===== src/rtl/key_event_pkg.sv =====
// Shared key-UI constants: decoder state encoding and default
// gesture timings at 1 MHz.
package key_event_pkg;

   localparam logic [2:0] ST_IDLE   = 3'd0;
   localparam logic [2:0] ST_PRESS1 = 3'd1;
   localparam logic [2:0] ST_WAIT2  = 3'd2;
   localparam logic [2:0] ST_PRESS2 = 3'd3;
   localparam logic [2:0] ST_LONG   = 3'd4;

   localparam int LONG_1S   = 1_000_000;
   localparam int GAP_300MS = 300_000;
   localparam int REP_200MS = 200_000;

endpackage


===== src/rtl/key_event_decoder_if.sv =====
// Key level in, gesture strobes out; master drives the key,
// slave is the decoder.
interface key_event_decoder_if;

   logic key_i;
   logic short_o;
   logic double_o;
   logic long_o;
   logic repeat_o;
   logic held_o;

   modport master (
      output key_i,
      input  short_o,
      input  double_o,
      input  long_o,
      input  repeat_o,
      input  held_o
   );

   modport slave (
      input  key_i,
      output short_o,
      output double_o,
      output long_o,
      output repeat_o,
      output held_o
   );

endinterface


===== src/rtl/edge_detect.sv =====
// One-register edge detector for an already synchronous,
// glitch-free level.
module edge_detect (
   input  logic clk_1m_i,
   input  logic rst_i,
   input  logic d_i,
   output logic rise_o,
   output logic fall_o
);

   logic d_q;
   logic d_d;

   assign d_d    = d_i;
   assign rise_o = d_i & ~d_q;
   assign fall_o = ~d_i & d_q;

   always_ff @(posedge clk_1m_i or posedge rst_i) begin
      if (rst_i) begin
         d_q <= 1'b0;
      end else begin
         d_q <= d_d;
      end
   end

endmodule


===== src/rtl/key_event_decoder.sv =====
// Classifies debounced key gestures into short / double / long
// press strobes with auto-repeat while a long press is held.
module key_event_decoder
   import key_event_pkg::*;
#(
   parameter int CNT_W       = 21,
   parameter int LONG_CYC    = LONG_1S,
   parameter int DBL_GAP_CYC = GAP_300MS,
   parameter int REPEAT_CYC  = REP_200MS
) (
   input  logic                clk_1m_i,
   input  logic                rst_i,
   key_event_decoder_if.slave  ev
);

   localparam logic [CNT_W-1:0] CNT_ONE = CNT_W'(1);
   localparam logic [CNT_W-1:0] LONG_M1 = CNT_W'(LONG_CYC - 1);
   localparam logic [CNT_W-1:0] GAP_M1  = CNT_W'(DBL_GAP_CYC - 1);
   localparam logic [CNT_W-1:0] REP_M1  = CNT_W'(REPEAT_CYC - 1);

   logic rise;
   logic fall;

   logic [2:0]       state_q, state_d;
   logic [CNT_W-1:0] cnt_q, cnt_d;
   logic             short_q, short_d;
   logic             double_q, double_d;
   logic             long_q, long_d;
   logic             repeat_q, repeat_d;
   logic             held_q, held_d;

   edge_detect u_edge (
      .clk_1m_i (clk_1m_i),
      .rst_i    (rst_i),
      .d_i      (ev.key_i),
      .rise_o   (rise),
      .fall_o   (fall)
   );

   always_comb begin
      state_d  = state_q;
      cnt_d    = cnt_q;
      short_d  = 1'b0;
      double_d = 1'b0;
      long_d   = 1'b0;
      repeat_d = 1'b0;
      held_d   = held_q;
      case (state_q)
         ST_IDLE: begin
            cnt_d = '0;
            if (rise) begin
               state_d = ST_PRESS1;
            end
         end
         ST_PRESS1: begin
            cnt_d = cnt_q + CNT_ONE;
            if (cnt_q == LONG_M1) begin
               state_d = ST_LONG;
               cnt_d   = '0;
               long_d  = 1'b1;
               held_d  = 1'b1;
            end else if (fall) begin
               state_d = ST_WAIT2;
               cnt_d   = '0;
            end
         end
         ST_WAIT2: begin
            cnt_d = cnt_q + CNT_ONE;
            if (rise) begin
               state_d = ST_PRESS2;
               cnt_d   = '0;
            end else if (cnt_q == GAP_M1) begin
               state_d = ST_IDLE;
               cnt_d   = '0;
               short_d = 1'b1;
            end
         end
         ST_PRESS2: begin
            cnt_d = '0;
            if (fall) begin
               state_d  = ST_IDLE;
               double_d = 1'b1;
            end
         end
         ST_LONG: begin
            cnt_d = cnt_q + CNT_ONE;
            // level test: a release that lost to the long threshold
            // already consumed its fall edge in PRESS1
            if (!ev.key_i) begin
               state_d = ST_IDLE;
               cnt_d   = '0;
               held_d  = 1'b0;
            end else if (cnt_q == REP_M1) begin
               cnt_d    = '0;
               repeat_d = 1'b1;
            end
         end
         default: begin
            state_d = ST_IDLE;
            cnt_d   = '0;
            held_d  = 1'b0;
         end
      endcase
   end

   always_ff @(posedge clk_1m_i or posedge rst_i) begin
      if (rst_i) begin
         state_q  <= ST_IDLE;
         cnt_q    <= '0;
         short_q  <= 1'b0;
         double_q <= 1'b0;
         long_q   <= 1'b0;
         repeat_q <= 1'b0;
         held_q   <= 1'b0;
      end else begin
         state_q  <= state_d;
         cnt_q    <= cnt_d;
         short_q  <= short_d;
         double_q <= double_d;
         long_q   <= long_d;
         repeat_q <= repeat_d;
         held_q   <= held_d;
      end
   end

   assign ev.short_o  = short_q;
   assign ev.double_o = double_q;
   assign ev.long_o   = long_q;
   assign ev.repeat_o = repeat_q;
   assign ev.held_o   = held_q;

endmodule


===== src/flat_wrapper.sv =====
// flat-port wrapper written by rule: the top's interface ports become plain ports
module key_event_decoder_flat import key_event_pkg::*;
#(
   parameter int CNT_W       = 21,
   parameter int LONG_CYC    = LONG_1S,
   parameter int DBL_GAP_CYC = GAP_300MS,
   parameter int REPEAT_CYC  = REP_200MS
)
  (clk_1m_i, rst_i, ev_key_i, ev_short_o, ev_double_o, ev_long_o, ev_repeat_o, ev_held_o);
  key_event_decoder_if ev_i ();
  input  logic clk_1m_i;
  input  logic rst_i;
  input wire logic [$bits(ev_i.key_i)-1:0] ev_key_i;
  output wire logic [$bits(ev_i.short_o)-1:0] ev_short_o;
  output wire logic [$bits(ev_i.double_o)-1:0] ev_double_o;
  output wire logic [$bits(ev_i.long_o)-1:0] ev_long_o;
  output wire logic [$bits(ev_i.repeat_o)-1:0] ev_repeat_o;
  output wire logic [$bits(ev_i.held_o)-1:0] ev_held_o;
  assign ev_i.key_i = ev_key_i;
  assign ev_short_o = ev_i.short_o;
  assign ev_double_o = ev_i.double_o;
  assign ev_long_o = ev_i.long_o;
  assign ev_repeat_o = ev_i.repeat_o;
  assign ev_held_o = ev_i.held_o;
  key_event_decoder #(.CNT_W(CNT_W), .LONG_CYC(LONG_CYC), .DBL_GAP_CYC(DBL_GAP_CYC), .REPEAT_CYC(REPEAT_CYC)) u_core (.clk_1m_i(clk_1m_i), .rst_i(rst_i), .ev(ev_i));
endmodule

===== config.mk =====
export PLATFORM = sky130hd
export DESIGN_NAME = key_event_decoder_flat
export DESIGN_NICKNAME = d
export VERILOG_FILES = /design/src/rtl/key_event_pkg.sv /design/src/rtl/key_event_decoder_if.sv /design/src/rtl/edge_detect.sv /design/src/rtl/key_event_decoder.sv /design/src/flat_wrapper.sv
export SDC_FILE = /design/constraint.sdc
export NUM_CORES = 1
export LEC_CHECK = 0
export ABC_AREA = 0
export CAP_MARGIN = 10
export CORE_MARGIN = 1.5
export CORE_UTILIZATION = 59
export DETAILED_ROUTE_END_ITERATION = 6
export PLACE_DENSITY = 0.83
export RECOVER_POWER = 50
export SYNTH_ARGS = -nofsm -noshare
export SYNTH_HDL_FRONTEND = slang
export SYNTH_SLANG_ARGS = --single-unit
export TNS_END_PERCENT = 30

===== constraint.sdc =====
create_clock -name clk_1m_i -period 2.5 [get_ports clk_1m_i]
set_input_delay 0.5 -clock clk_1m_i [delete_from_list [all_inputs] [get_ports clk_1m_i]]
set_output_delay 0.5 -clock clk_1m_i [all_outputs]
set_load 0.1 [all_outputs]

==> impl_results.md <==
* Clk Latency, worst-skew pair at 340 ps
* Post-synthesis sequential area ratio at 0.448
* Placed cell areas at 0.00174 mm²
* Status: finished with violations
* DRC viols at 0
* Synth Area in Simple Gates at 0.252
* Flops & latches, synth at 30
* R2R Setup Slk at 180 ps
* Crit path from: u_core.cnt_q[7]
* Syn Inst Count at 170
* Mapped Area at ~0.0017 mm²
* Mux cell area share after synthesis at 0
* Root Buffer: clkbuf_4
* Die height at 56.3 µm
* Synthesis Warnings at 0
* Reg2reg start: u_core.cnt_q[7]
* Synth Area in Compound Gates at 0.182
* MaxCap Viol Count at 1
* Port Buffer Count at 7
* DR iter-0 viols at 25
* Met3 Usage GRT at 0.0484
* Largest buffer count on any clock path at 2
* FILL cells at 212
* Initial core utilization at 0.613
* TritonCTS Buffers at 5
* Final setup vio count at 0
* Ranking of synthesized cells by area: dfrtp_1 45%, xor2_1 4.7%, a31oi_1 4.5%, a32oi_1 4.2%, nand4_1 3.0%
* Area grow syn2layout at 7.47%
* H-tree depth at 2
* Vias per inst at 6.67
* I/O pins at 8
* Total power at between 0.0009 and 0.001 W
* Routed WL at 3540 µm
* Syn nets at 174
* Drt pass-1 iters at 4
* Final core occ at 0.659
* Ys flop type: dfrtp_1
* Final Hold Fails at 0
* CTS Sinks at 30
* Worst Hold Depth at 1
* FF-to-FF path depth at 5
* TNS Setup at 0 ps
* Final period util at 0.928
* Setup Crit Path Kind: reg -> reg
* M1 GR Usage at 0.298
* Nets at 182
* Cts hold-fix bufs at 0
* Peak VDD IR at 0.000479 V
* Finished layout cell area at 0.00180 mm²
* HPWL after DPL at ~2500 µm
* GR Overflow Total at 0
* Core Box Area at 0.00273 mm²
* Leakage at around 0.70 nW
* Via Count at 1401
* Row count at 19
* Post-DRT Antenna Nets at 0
* Post-synth EDFFs at 0
* Clock skew at about 13 ps
* Clock-pin transition on the worst setup and hold timing paths at 100 ps
* Reg2reg end: u_core.cnt_q[15]
* N_diodes at 0
* Slew of the pin with the lowest slew margin at 1540 ps
* GR peak layer: met2
* Synthesized area per cell at 9.86 µm²
* Cell taking the most area after synthesis: dfrtp_1
* Routed wire per std cell at 16.9 µm
* Largest family of logic cells by synthesized area: simple AND/OR/NAND/NOR gates
* Distinct cells, synth at 43
* Worst min-delay path startpoint: u_core.cnt_q[0]
* Post-synth top cells: 30 x dfrtp_1, 12 x a31oi_1, 11 x nand2_1, 9 x xor2_1
* P per Cell Area at 528 mW/mm²
* Max Fanout on Critical Path at 21
* CP arrival at 2520 ps
* RSZ-0062 raised after global routing: false
* F_max at 431 MHz
* Routing usage on met2 at 0.422
* XOR/XNOR Fraction of Synth Area at 0.0575
* CTS tree: yes
* Multi-input gate area at 837 µm²
* Vias in the first global route at around 1400
* Post-synth top area share at 0.448
* Startpoint Class: register
* Most common cell in the netlist: dfrtp_1
* Total GRT Usage at 0.253
* Min Tclk post-route at 2320 ps
* Share of post-route cells with drive strength above 1 at 0.128
* Failing checks: max-capacitance violations, max-slew violations
* WP data required at 2700 ps
* Initial antenna violation count at 0
* First-pass GRT wire length at 6100 µm
* Worst Hold End: u_core.cnt_q[0]
* Die W at 56.3 µm
* Resized cells post-CTS at 0
* Largest net degree at the start of global routing at 31
* Reg area at 751 µm²
* Adder-cell area share of the yosys netlist at 0.00747
* Asr flop ratio synth at 1.00
* Slew Viols, Final at 31
* Worst Setup End Kind: register
* Setup Fix Bufs, Post-CTS at 0
* GPL Wtd Cong at 0.934
* Slew margin rel. at -0.0240
* HP Class: reg -> reg
* Die area at 0.00317 mm²
-- routing by layer --
layer  wire [µm]  share of wire
met1        1500           0.42
met2        1800           0.51
met3         189          0.053
met4          55          0.016
met5           0              0
-- how the worst max path moves through the flow --
stage | to | slack [ps] | depth (start not counted)
floorplan | u_core.cnt_q[18] | 380 | 6
global placement | u_core.cnt_q[13] | 280 | 5
detailed placement | u_core.cnt_q[15] | 220 | 5
CTS | u_core.cnt_q[15] | 200 | 5
global route | u_core.cnt_q[13] | 70 | 5
finish | u_core.cnt_q[15] | 180 | 5
-- kinds of logic (layout without fill, tap and decap cells) --
group / Yosys count / after routing
buffers and inverters: 16 / 25
xor gates and xnor gates: 11 / 11
AOI/OAI and AO/OA: 41 / 41
and+or+nand+nor: 71 / 71
DFF: 30 / 30
adders and majority gates: 1 / 1
-- through the flow --
stage | hold WS, ps | setup slack [ps] | cells
2_1_floorplan | 443 | 379 | 170
3_3_place_gp | 462 | 281 | 202
3_5_place_dp | 479 | 216 | 202
4_1_cts | 487 | 197 | 210
5_1_grt | 520 | 74.2 | 210
6_report | 485 | 179 | 210
-- registers in the layout (all words and copies together), names as in the netlist --
register,flops
u_core.cnt_q,21
u_core.ev.double_o,1
u_core.ev.held_o,1
u_core.ev.long_o,1
u_core.ev.repeat_o,1
u_core.ev.short_o,1
u_core.state_q,3
u_core.u_edge.d_q,1
-- placed cells by master, fill, tap and decap left out, types with 2 or more instances in the layout --
cell type | Yosys | final
o21ai_0 | 7 | 6
nand3_1 | 7 | 7
or3_1 | 8 | 8
clkbuf_1 | 7 | 2
inv_1 | 4 | 4
buf_4 | 1 | 10
nor2b_1 | 2 | 2
clkbuf_4 | 0 | 5
and4_2 | 2 | 2
a31oi_1 | 12 | 12
nor4_1 | 2 | 2
o21ai_1 | 2 | 3
nand2_1 | 11 | 11
or4_1 | 2 | 2
dlygate4sd3_1 | 0 | 2
and4_1 | 4 | 4
nand2b_1 | 5 | 5
dfrtp_1 | 30 | 30
nor3_1 | 2 | 2
xnor2_1 | 2 | 2
a32oi_1 | 8 | 8
o31ai_1 | 4 | 4
and3_1 | 2 | 2
nand4_1 | 8 | 8
xor2_1 | 9 | 9
nor2_1 | 8 | 8
-- worst max-delay path, cell delays in order, from the launching register on --
cell and delay, ps:
dfrtp_1 460, or4b_1 540, or3_1 470, o311ai_4 280
buf_4 280, a32oi_1 130
-- area by class of cell --
cell class	count	area share
Sequential cell	30	0.417
Timing Repair Buffer	13	0.0549
Inverter	4	0.00834
Tap cell	31	0.0215
Clock inverter	1	0.00278
Multi-Input combinational cell	124	0.465
Clock buffer	7	0.0306
-- power by group --
group | switching, W | internal, W | leakage, nW
clock network | 0.000169 | 0.000136 | 0.0353
registers | 0.0000189 | 0.000500 | 0.409
logic | 0.0000808 | 0.0000453 | 0.259
(Power assumes the default switching activity.)
